**src/rtl/pci_pkg.sv**
```systemverilog
// -----------------------------------------------------------------------------
// pci_pkg
// Shared definitions for the PCI bus segment: the arbiter state encoding,
// target device addresses and the C/BE# bus commands. Devices and the arbiter
// both import this package so the encodings come from one place.
// -----------------------------------------------------------------------------
package pci_pkg;

    // Arbiter state machine encoding.
    typedef enum logic [1:0] {
        IDLE    = 2'd0,
        GRANTED = 2'd1,
        OWNED   = 2'd2,
        TURN    = 2'd3
    } arb_state_t;

    // Target device base addresses on this segment.
    localparam logic [7:0] DEV_ADDR_A = 8'hAD;
    localparam logic [7:0] DEV_ADDR_B = 8'hBD;
    localparam logic [7:0] DEV_ADDR_C = 8'hCD;

    // C/BE# command encodings used during the address phase.
    localparam logic [3:0] CBE_CMD_WRITE = 4'b0100;
    localparam logic [3:0] CBE_CMD_READ  = 4'b0001;

endpackage

```
**src/rtl/pci_rr_picker.sv**
```systemverilog
// -----------------------------------------------------------------------------
// pci_rr_picker
// Combinational round-robin selector. Starting one past last_owner and
// wrapping modulo NUM_MASTERS, returns the first index whose request is low.
//
// Ports:
//   req_n       in  NUM_MASTERS  per-master request, active low
//   last_owner  in  IDXW         index of the most recently granted master
//   pick        out IDXW         selected index (valid when any_req=1)
//   any_req     out 1            at least one request is low
// -----------------------------------------------------------------------------
module pci_rr_picker
    import pci_pkg::*;
#(
    parameter  int NUM_MASTERS = 3,
    localparam int IDXW        = $clog2(NUM_MASTERS)
) (
    input  logic [NUM_MASTERS-1:0] req_n,
    input  logic [IDXW-1:0]        last_owner,
    output logic [IDXW-1:0]        pick,
    output logic                   any_req
);

    // Candidate k (k = 0..N-1) is the master at rotation distance k+1 from
    // last_owner; candidate 0 therefore has the highest priority.
    logic [NUM_MASTERS-1:0][IDXW-1:0] cand_idx;
    logic [NUM_MASTERS-1:0]           cand_valid;

    localparam logic [IDXW:0] N_WIDE = (IDXW+1)'(NUM_MASTERS);

    generate
        for (genvar gi = 0; gi < NUM_MASTERS; gi++) begin : g_cand
            logic [IDXW:0] sum;
            logic [IDXW:0] wrapped;
            // last_owner < N and offset <= N, so one conditional subtract
            // is enough to wrap the sum back into range.
            assign sum           = {1'b0, last_owner} + (IDXW+1)'(gi + 1);
            assign wrapped       = (sum >= N_WIDE) ? (sum - N_WIDE) : sum;
            assign cand_idx[gi]  = wrapped[IDXW-1:0];
            assign cand_valid[gi] = ~req_n[cand_idx[gi]];
        end
    endgenerate

    always_comb begin
        pick = '0;
        // Walk from lowest priority to highest so the nearest candidate wins.
        for (int k = NUM_MASTERS - 1; k >= 0; k--) begin
            if (cand_valid[k]) begin
                pick = cand_idx[k];
            end
        end
    end

    assign any_req = |cand_valid;

endmodule

```
**src/rtl/pci_arbiter.sv**
```systemverilog
// -----------------------------------------------------------------------------
// pci_arbiter
// Central round-robin arbiter for a shared PCI segment. Grants are issued only
// from IDLE with the bus idle, held across a transaction (FRAME#/IRDY#), parked
// on a sole requester, revoked after GNT_TIMEOUT clocks if the granted master
// never starts, and always separated by one dead TURN cycle.
//
// Ports:
//   clk          in  1            bus clock
//   rst_n        in  1            asynchronous reset, active low
//   REQ          in  NUM_MASTERS  per-master request, active low
//   FRAME        in  1            bus FRAME#, active low (sampled)
//   IRDY         in  1            bus IRDY#, active low (sampled)
//   GNT          out NUM_MASTERS  per-master grant, active low, one-cold
//   owner        out IDXW         index of granted master
//   owner_valid  out 1            a grant is currently asserted
//   bus_idle     out 1            FRAME#=1 and IRDY#=1 at last posedge
//   timeout      out 1            one-clock pulse on grant revocation by timer
// -----------------------------------------------------------------------------
module pci_arbiter
    import pci_pkg::*;
#(
    parameter  int NUM_MASTERS = 3,
    parameter  int GNT_TIMEOUT = 16,
    localparam int IDXW        = $clog2(NUM_MASTERS)
) (
    input  logic                   clk,
    input  logic                   rst_n,
    input  logic [NUM_MASTERS-1:0] REQ,
    input  logic                   FRAME,
    input  logic                   IRDY,
    output logic [NUM_MASTERS-1:0] GNT,
    output logic [IDXW-1:0]        owner,
    output logic                   owner_valid,
    output logic                   bus_idle,
    output logic                   timeout
);

    localparam int              TW         = $clog2(GNT_TIMEOUT) + 1;
    localparam logic [TW-1:0]   TIMER_LAST = TW'(GNT_TIMEOUT - 1);
    localparam logic [IDXW-1:0] LAST_RST   = IDXW'(NUM_MASTERS - 1);

    arb_state_t             state_q, state_d;
    logic [NUM_MASTERS-1:0] gnt_q, gnt_d;
    logic [IDXW-1:0]        owner_q, owner_d;
    logic                   owner_valid_q, owner_valid_d;
    logic                   bus_idle_q, bus_idle_d;
    logic                   timeout_q, timeout_d;
    logic [IDXW-1:0]        last_owner_q, last_owner_d;
    logic [TW-1:0]          timer_q, timer_d;

    logic [IDXW-1:0]        pick;
    logic                   any_req;
    logic [NUM_MASTERS-1:0] pick_mask;
    logic [NUM_MASTERS-1:0] owner_mask;
    logic                   others_req;
    logic                   owner_req;

    pci_rr_picker #(
        .NUM_MASTERS (NUM_MASTERS)
    ) u_picker (
        .req_n      (REQ),
        .last_owner (last_owner_q),
        .pick       (pick),
        .any_req    (any_req)
    );

    generate
        for (genvar gi = 0; gi < NUM_MASTERS; gi++) begin : g_mask
            assign pick_mask[gi]  = (pick == IDXW'(gi));
            assign owner_mask[gi] = (owner_q == IDXW'(gi));
        end
    endgenerate

    // Another master wants the bus (the owner's own request is masked out).
    assign others_req = |(~REQ & ~owner_mask);
    assign owner_req  = ~REQ[owner_q];

    always_comb begin
        state_d       = state_q;
        gnt_d         = gnt_q;
        owner_d       = owner_q;
        owner_valid_d = owner_valid_q;
        bus_idle_d    = FRAME & IRDY;
        timeout_d     = 1'b0;
        last_owner_d  = last_owner_q;
        timer_d       = timer_q;

        unique case (state_q)
            IDLE: begin
                // A FRAME# from a rogue master leaves bus_idle_q low, which
                // holds off any grant until the bus has really gone idle.
                if (any_req && bus_idle_q) begin
                    gnt_d         = ~pick_mask;
                    owner_d       = pick;
                    owner_valid_d = 1'b1;
                    last_owner_d  = pick;
                    timer_d       = '0;
                    state_d       = GRANTED;
                end
            end

            GRANTED: begin
                if (!FRAME) begin
                    state_d = OWNED;
                end else if (!owner_req) begin
                    gnt_d         = '1;
                    owner_valid_d = 1'b0;
                    state_d       = TURN;
                end else if (timer_q == TIMER_LAST) begin
                    gnt_d         = '1;
                    owner_valid_d = 1'b0;
                    timeout_d     = 1'b1;
                    state_d       = TURN;
                end else begin
                    timer_d = timer_q + 1'b1;
                end
            end

            OWNED: begin
                // Never cut a running transaction; decide only once idle.
                if (FRAME && IRDY) begin
                    if (others_req || !owner_req) begin
                        gnt_d         = '1;
                        owner_valid_d = 1'b0;
                        state_d       = TURN;
                    end else begin
                        // Park on the sole requester with a fresh timer.
                        timer_d = '0;
                        state_d = GRANTED;
                    end
                end
            end

            TURN: begin
                gnt_d   = '1;
                state_d = IDLE;
            end

            default: begin
                gnt_d         = '1;
                owner_valid_d = 1'b0;
                state_d       = IDLE;
            end
        endcase
    end

    always_ff @(posedge clk or negedge rst_n) begin
        if (!rst_n) begin
            state_q       <= IDLE;
            gnt_q         <= '1;
            owner_q       <= '0;
            owner_valid_q <= 1'b0;
            bus_idle_q    <= 1'b1;
            timeout_q     <= 1'b0;
            last_owner_q  <= LAST_RST;
            timer_q       <= '0;
        end else begin
            state_q       <= state_d;
            gnt_q         <= gnt_d;
            owner_q       <= owner_d;
            owner_valid_q <= owner_valid_d;
            bus_idle_q    <= bus_idle_d;
            timeout_q     <= timeout_d;
            last_owner_q  <= last_owner_d;
            timer_q       <= timer_d;
        end
    end

    assign GNT         = gnt_q;
    assign owner       = owner_q;
    assign owner_valid = owner_valid_q;
    assign bus_idle    = bus_idle_q;
    assign timeout     = timeout_q;

endmodule
```
**config.mk**
```make
export PLATFORM = sky130hd
export DESIGN_NAME = pci_arbiter
export DESIGN_NICKNAME = d
export VERILOG_FILES = /design/src/rtl/pci_pkg.sv /design/src/rtl/pci_rr_picker.sv /design/src/rtl/pci_arbiter.sv
export SDC_FILE = /design/constraint.sdc
export NUM_CORES = 1
export LEC_CHECK = 0
export CORE_AREA = 2 2 54 56
export DETAILED_ROUTE_END_ITERATION = 12
export DIE_AREA = 0 0 56 58
export MAX_ROUTING_LAYER = met4
export PLACE_DENSITY = 0.76
export SLEW_MARGIN = 0
export SYNTH_ARGS = -nofsm -noshare
export SYNTH_HDL_FRONTEND = slang
export SYNTH_SLANG_ARGS = --single-unit
```
**constraint.sdc**
```tcl
create_clock -name clk -period 2.1 [get_ports clk]
set_clock_uncertainty 0.05 [all_clocks]
set_input_delay 0.315 -clock clk [delete_from_list [all_inputs] [get_ports clk]]
set_output_delay 0.315 -clock clk [all_outputs]
set_load 0.01 [all_outputs]
```
== After elaboration in Yosys (flattened, before gate mapping) ==
Cells that the tools add are included.
Operators by class
  bitwise gates (word level): 8
  add/sub/neg operators: 7
  equal/unequal tests: 17
  reduce and logical (&&, ||, !) cells: 14
  mux-type cells: 46
  $lt $le $gt $ge: 7
Operators by type and width (number)
  2-to-1 mux 5 bit: 6
  2-to-1 mux 2 bit: 12
  2-to-1 mux 3 bit: 6
  one-hot mux 5 bit (3 select lines): 1
  2-to-1 mux 1 bit: 14
  != test 2 bit, second input constant: 7
  less-than comparator 2 x 3 -> 1 bit, second input constant: 4
  one-hot mux 3 bit (4 select lines): 1
  >= comparator 3 x 2 -> 1 bit, second input constant: 3
  NOT 3 bit: 3
  binary-select mux 1 bit (select 2 bit): 4
  equality test 2 bit, second input constant: 4
  one-hot mux 2 bit (4 select lines): 1
  AND reduction 7 bit: 1
  adder 2 x 2 -> 3 bit, second input constant: 2
  equality test 2 x 1 -> 1 bit, second input constant: 3
  logical NOT 2 bit: 3
  AND reduction 6 bit: 1
  OR reduction 3 bit: 2
  subtractor 2 bit, second input constant: 3
  adder 5 x 1 -> 5 bit, second input constant: 1
  equality test 5 x 4 -> 1 bit, second input constant: 1
  AND reduction 5 bit: 1
  != test 4 bit, second input constant: 1
  other kinds (11): 14
Word-level totals
  output and inout port bits: 8
  input bits: 7
  word-level logic and storage cells: 107
  flip-flop bits (word level): 17

== Depth between registers and ports, before layout ==
Gate-level depths: netlist of the first run.
  depth in word-level cells: 12
  mapped depth: 9
  depth with buffers taken out: 9

== Hierarchy ==
From an unflattened synthesis of the first run, not the netlist that was laid out.
Second synthesis, totals
  cell total of the unflattened synthesis: 137
  area, all modules: 1219.9 um^2
Modules (own cells, without submodules)
  pci_arbiter: area each 1021.0 um^2, cells an instance 106, instances 1, seq. area each 406.6 um^2
  pci_rr_picker: area each 198.9 um^2, cells an instance 31, instances 1, seq. area each 0.0 um^2

== Worst setup path after synthesis of the first run ==
Ideal clock, no wire load.
  path type: reg2reg
  start point: reg timer_q[0]
  end point: reg timer_q[0]
  cell stages (with the launch flop): 9
  required time: 1.925 ns
  setup slack: -0.141 ns
  data arrival time: 2.066 ns
  clock period less this slack: 2.241 ns
  buffers on the path: 0
  library setup time: 0.125 ns
  cells stage by stage: dfrtp_1 > ha_1 > and3_1 > ha_1 > and3b_1 > o211ai_2 > o2bb2ai_2 > nor3_4 > mux2_4
On the way
  longest elaborated chain between the ends: 5
  elaborated cells between the ends (all ways): 8
  those cells by class: 1 x add/sub; 2 x eq/ne; 4 x mux; 1 x reduce/logical
RTL lines
  start: declaration: RTL line pci_arbiter.sv:50  | logic [TW-1:0] timer_q, timer_d;
  start signal: assignment: RTL line pci_arbiter.sv:166  | timer_q <= timer_d;
  adder 5 x 1 -> 5 bit: RTL line pci_arbiter.sv:116  | timer_d = timer_q + 1'b1;
  2-to-1 mux 5 bit: RTL line pci_arbiter.sv:110  | end else if (timer_q == TIMER_LAST) begin
  2-to-1 mux 5 bit: RTL line pci_arbiter.sv:106  | end else if (!owner_req) begin
  2-to-1 mux 5 bit: RTL line pci_arbiter.sv:104  | if (!FRAME) begin
  one-hot mux 5 bit (3 select lines): RTL line pci_arbiter.sv:89  | unique case (state_q)
Parallel ways exist; a longest one is shown, timed or not. The select of a mux whose other input is x is not followed.
A chain may end at the register's enable or synchronous reset.

== Worst setup path after layout of the first run ==
  start point: reg last_owner_q[1]
  end point: reg timer_q[0]
On the way
  longest elaborated chain between the ends: 10
  elaborated cells between the ends (all ways): 25
  those cells by class: 6 x add/sub; 3 x order compare; 1 x eq/ne; 9 x mux; 3 x bitwise; 3 x reduce/logical
RTL lines
  start: declaration: RTL line pci_arbiter.sv:49  | logic [IDXW-1:0] last_owner_q, last_owner_d;
  start signal: assignment: RTL line pci_arbiter.sv:165  | last_owner_q <= last_owner_d;
  adder 2 x 1 -> 3 bit or adder 2 x 2 -> 3 bit (tied branches): RTL line pci_rr_picker.sv:37  | assign sum = {1'b0, last_owner} + (IDXW+1)'(gi + 1);
  >= comparator 3 x 2 -> 1 bit or subtractor 2 bit (tied branches): RTL line pci_rr_picker.sv:38  | assign wrapped = (sum >= N_WIDE) ? (sum - N_WIDE) : sum;
  2-to-1 mux 2 bit: RTL line pci_rr_picker.sv:38
  binary-select mux 1 bit (select 2 bit): RTL line pci_rr_picker.sv:40  | assign cand_valid[gi] = ~req_n[cand_idx[gi]];
  2-to-1 mux 1 bit (implied by the code): RTL line pci_rr_picker.sv:40
  NOT 1 bit: RTL line pci_rr_picker.sv:40
  OR reduction 3 bit *: RTL line pci_rr_picker.sv:54  | assign any_req = |cand_valid;
  logical AND 1 bit *: RTL line pci_arbiter.sv:93  | if (any_req && bus_idle_q) begin
  != test 2 bit (no line) *
  AND reduction 7 bit (no line) *
Mark *: on every way between the ends. The rest lies on a longest branch, timed or not. The select of a mux whose other input is x is not followed.

==> run_results.csv, run 1 <==
group,metric,value,unit
setup_path,critPathMaxFanout,7,
run_status,violations,"setup timing",
floorplan,core_area,2660,µm²
clocking,clock-sinks,16,
logic_synthesis,yosys.area_share.simple,0.190,
setup_path,cp_data_arrival_time,2.30,ns
floorplan,die_h,58,µm
timing,worst_pin_slew,0.731,ns
timing,period_minus_slack,2.15,ns
global_route,grt_pass1_wl,4720,µm
layout,antenna_cells,0,
logic_synthesis,synth_seq_area_share,0.328,
global_route,overflow,0,
logic_synthesis,ys_warn_count,0,
layout,synthToLayoutAreaGrowth,39.7,%
route,drc,0,
route,viasPerCell,5.55,
layout,multi_input_area,842,µm²
logic_synthesis,muxShareOfSynthArea,0.0444,
route,first_iter_violations,30,
pwr,leakage,0.737,nW
setup_path,crit_required,2.24,ns
layout,fillers,221,
clocking,cts_buffer_depth,2,
floorplan,die-area,3250,µm²
clocking,clk_latency,0.30,ns
route,firstDrtPassIters,4,
timing,relSlewSlack,0.511,
flow_run,max_cap_violations,0,
route,ant_nets,0,
layout,nets,187,
clocking,clk_pin_slew,0.10,ns
logic_synthesis,syn-num-nets,145,
place,placed_area,1560,µm²
logic_synthesis,synth_compound_area_frac,0.261,
setup_path,reg2reg_setup_slack,-0.05,ns
route,num_vias,1116,
logic_synthesis,synth-adder-area-share,0.0909,
layout,seqCellArea,407,µm²
floorplan,boundaryPins,15,
setup_path,end_kind,"flop",
setup_path,slowest_stage,"dfstp_2",
timing,setup_viol,4,
setup_path,timing_worst_setup_path_type,"flop to flop",
timing,period_share,1.02,
route,wl_per_cell,15.2,µm
logic_synthesis,yosys.cell_types.count,42,
floorplan,start_util,0.465,
setup_path,crit_chain,"inv_2 > ha_4 > a41o_1 > a32oi_2 > a211oi_4 > nor3_4 > buf_6 > mux2_4",
layout,layout_commonest_cell,"buf_4",
place,numPortBuffers,14,
clocking,cts_max_level,1,
layout,fin_area,1730,µm²
clocking,cts_buffers,3,
floorplan,chipWidth,56,µm
global_route,grt_max_degree,17,
clocking,hold_buffers,0,
worst_hold_path,hold_path.class,"input pin to async pin",
route,wl,3050,µm
global_route,globalRouteTotalUtil,0.192,
logic_synthesis,ys_ff_latch,16,
logic_synthesis,synth.avg_cell_area,9.60,µm²
logic_synthesis,synth_top_family_by_area,"compound AO/OA/AOI/OAI gates",
timing,holdWs,0.391,ns
logic_synthesis,synthXorXnorAreaFrac,0.00707,
clocking,cts_root_buf,"clkbuf_4",
logic_synthesis,synthesis.area,1240,µm²
clocking,cts_tree,"built",
setup_path,r2r_end,"timer_q[0]",
place,dp_hpwl,2060,µm
timing,hold_violations,0,
global_route,antenna_found_initial,0,
pwr,power_density,1460,nW/µm²
timing,fmax,465,MHz
logic_synthesis,syn_inst,129,
layout,drive_gt1_frac,0.382,
place,routabilityCongestion,0.827,
global_route,grt_pass1_vias,1102,
place,pre_cts_slack,-0.209,ns
timing,slew_viol_final,0,
layout,final_cell_mix,"27 x buf_4, 14 x clkdlybuf4s50_1, 11 x dfrtp_1",
setup_path,max_stage_delay,0.55,ns
pwr,max-vdd-ir-drop,0.944,mV
setup_path,worstRegToRegCells,8,
timing,layout_setup_ws,-0.0515,ns
floorplan,fp-row-count,19,
setup_path,critPathLaunchType,"flop",
timing,grt_setup_unrepaired,"true",
run_status,status,"complete, but fails checks",
setup_path,r2r-start,"last_owner_q[1]",
layer usage:
metal	part of all wire	global-route usage
met5	0	-
met2	0.53	0.341
met3	0.020	0.0156
met1	0.43	0.223
met4	0.017	0.0816
kinds of logic after synthesis:
logic type,Yosys count
flops,16
simple gates,39
compound gates,42
fa+ha+maj,9
xor+xnor,1
mux,5
buf+inv,17
flip-flops by register name, indices dropped and copies added (netlist names):
signal	flops
owner_valid	1
last_owner_q	1
owner	2
GNT	3
timer_q	5
bus_idle	1
timeout	1
state_q	2
stage by stage:
stage	total power [W]	setup TNS [ns]	cells	util
floorplan	0.00153	-0.0585	129	-
global placement	0.00200	-0.922	192	0.586
detailed placement	0.00205	-1.79	192	0.586
CTS	0.00239	-0.135	199	0.625
global route	0.00271	-0.747	201	0.650
finish	0.00253	-0.0805	201	0.650
worst max-delay path by stage:
stage	start	to
finish	last_owner_q[1]	timer_q[0]
global route	last_owner_q[1]	timer_q[0]
CTS	timer_q[0]	timer_q[0]
detailed placement	REQ[2]	GNT[0]
global placement	REQ[2]	timer_q[0]
floorplan	owner[0]	timer_q[0]
area by class of cell:
| cell class | count | share of cell area |
|---|---|---|
| Multi-Input combinational cell | 96 | 0.487 |
| Sequential cell | 16 | 0.235 |
| Timing Repair Buffer | 43 | 0.211 |
| Inverter | 11 | 0.0239 |
| Tap cell | 31 | 0.0224 |
| Clock buffer | 4 | 0.0210 |
critical path: cells and delay by family, from the launching register on:
family                   cells  cell delay, ns
adder cells (fa/ha/maj)      1            0.18
flip-flops                   1            0.55
AND/OR/NAND/NOR              1            0.18
multiplexers                 1            0.29
buffers and inverters        2            0.21
AO/OA/AOI/OAI                3            0.57
Yosys cell counts:
| cell | number | area, µm² |
|---|---|---|
| nand3_1 | 5 | 25.0 |
| o21a_1 | 2 | 15.0 |
| mux2i_1 | 4 | 40.0 |
| a41oi_2 | 1 | 16.3 |
| a31oi_1 | 4 | 25.0 |
| a21oi_4 | 1 | 16.3 |
| nor4_1 | 1 | 6.26 |
| nand2b_1 | 2 | 12.5 |
| a21oi_1 | 9 | 45.0 |
| ha_1 | 9 | 113 |
| dfstp_2 | 5 | 131 |
| o211ai_1 | 1 | 7.51 |
| a2111oi_0 | 1 | 8.76 |
| and4bb_1 | 1 | 12.5 |
| and3b_1 | 1 | 8.76 |
| o2bb2ai_2 | 2 | 30.0 |
| and2_4 | 1 | 8.76 |
| inv_1 | 11 | 41.3 |
| and2_1 | 1 | 6.26 |
| buf_6 | 3 | 33.8 |
| dfrtp_1 | 11 | 275 |
| nand2_1 | 8 | 30.0 |
| a41o_1 | 1 | 10.0 |
| o21ai_1 | 4 | 20.0 |
| or4_1 | 1 | 7.51 |
| o21bai_1 | 1 | 7.51 |
| nor3b_1 | 2 | 15.0 |
| nor3_4 | 1 | 16.3 |
| o21ai_0 | 9 | 45.0 |
| buf_4 | 3 | 22.5 |
| nor2b_1 | 4 | 25.0 |
| mux2_4 | 1 | 15.0 |
| xor2_1 | 1 | 8.76 |
| o41ai_4 | 1 | 27.5 |
| nor2_2 | 1 | 6.26 |
| o211ai_2 | 1 | 12.5 |
| a32oi_1 | 1 | 8.76 |
| a211oi_2 | 1 | 12.5 |
| nor2_1 | 5 | 18.8 |
| a21o_1 | 2 | 15.0 |
| and3_1 | 1 | 6.26 |
| nand3b_1 | 4 | 30.0 |
power by group:
part | internal [W] | leakage [nW] | switching (W)
Clock | 0.000106 | 0.0210 | 0.000109
Sequential | 0.000445 | 0.195 | 0.000124
Combinational | 0.000874 | 0.521 | 0.000876
repair_timing:
action,4_1_cts,5_1_grt
gates resized for setup,10,11
pin swaps,5,6
setup endpoints to repair,11,12
setup buffers,3,2
Note: power is estimated with default switching activity, not from simulation.
==> run 2, diff against run 1 <==
Settings changed: SKIP_LAST_GASP set to 1.
==> results of run 2 <==
Same layout as run 1: the final DEF is identical, and so are final timing and power.
==> run 3, diff against run 2 <==
Settings changed: CAP_MARGIN set to 20.
==> results of run 3 <==
Same layout as run 1: the final DEF is identical, and so are final timing and power.
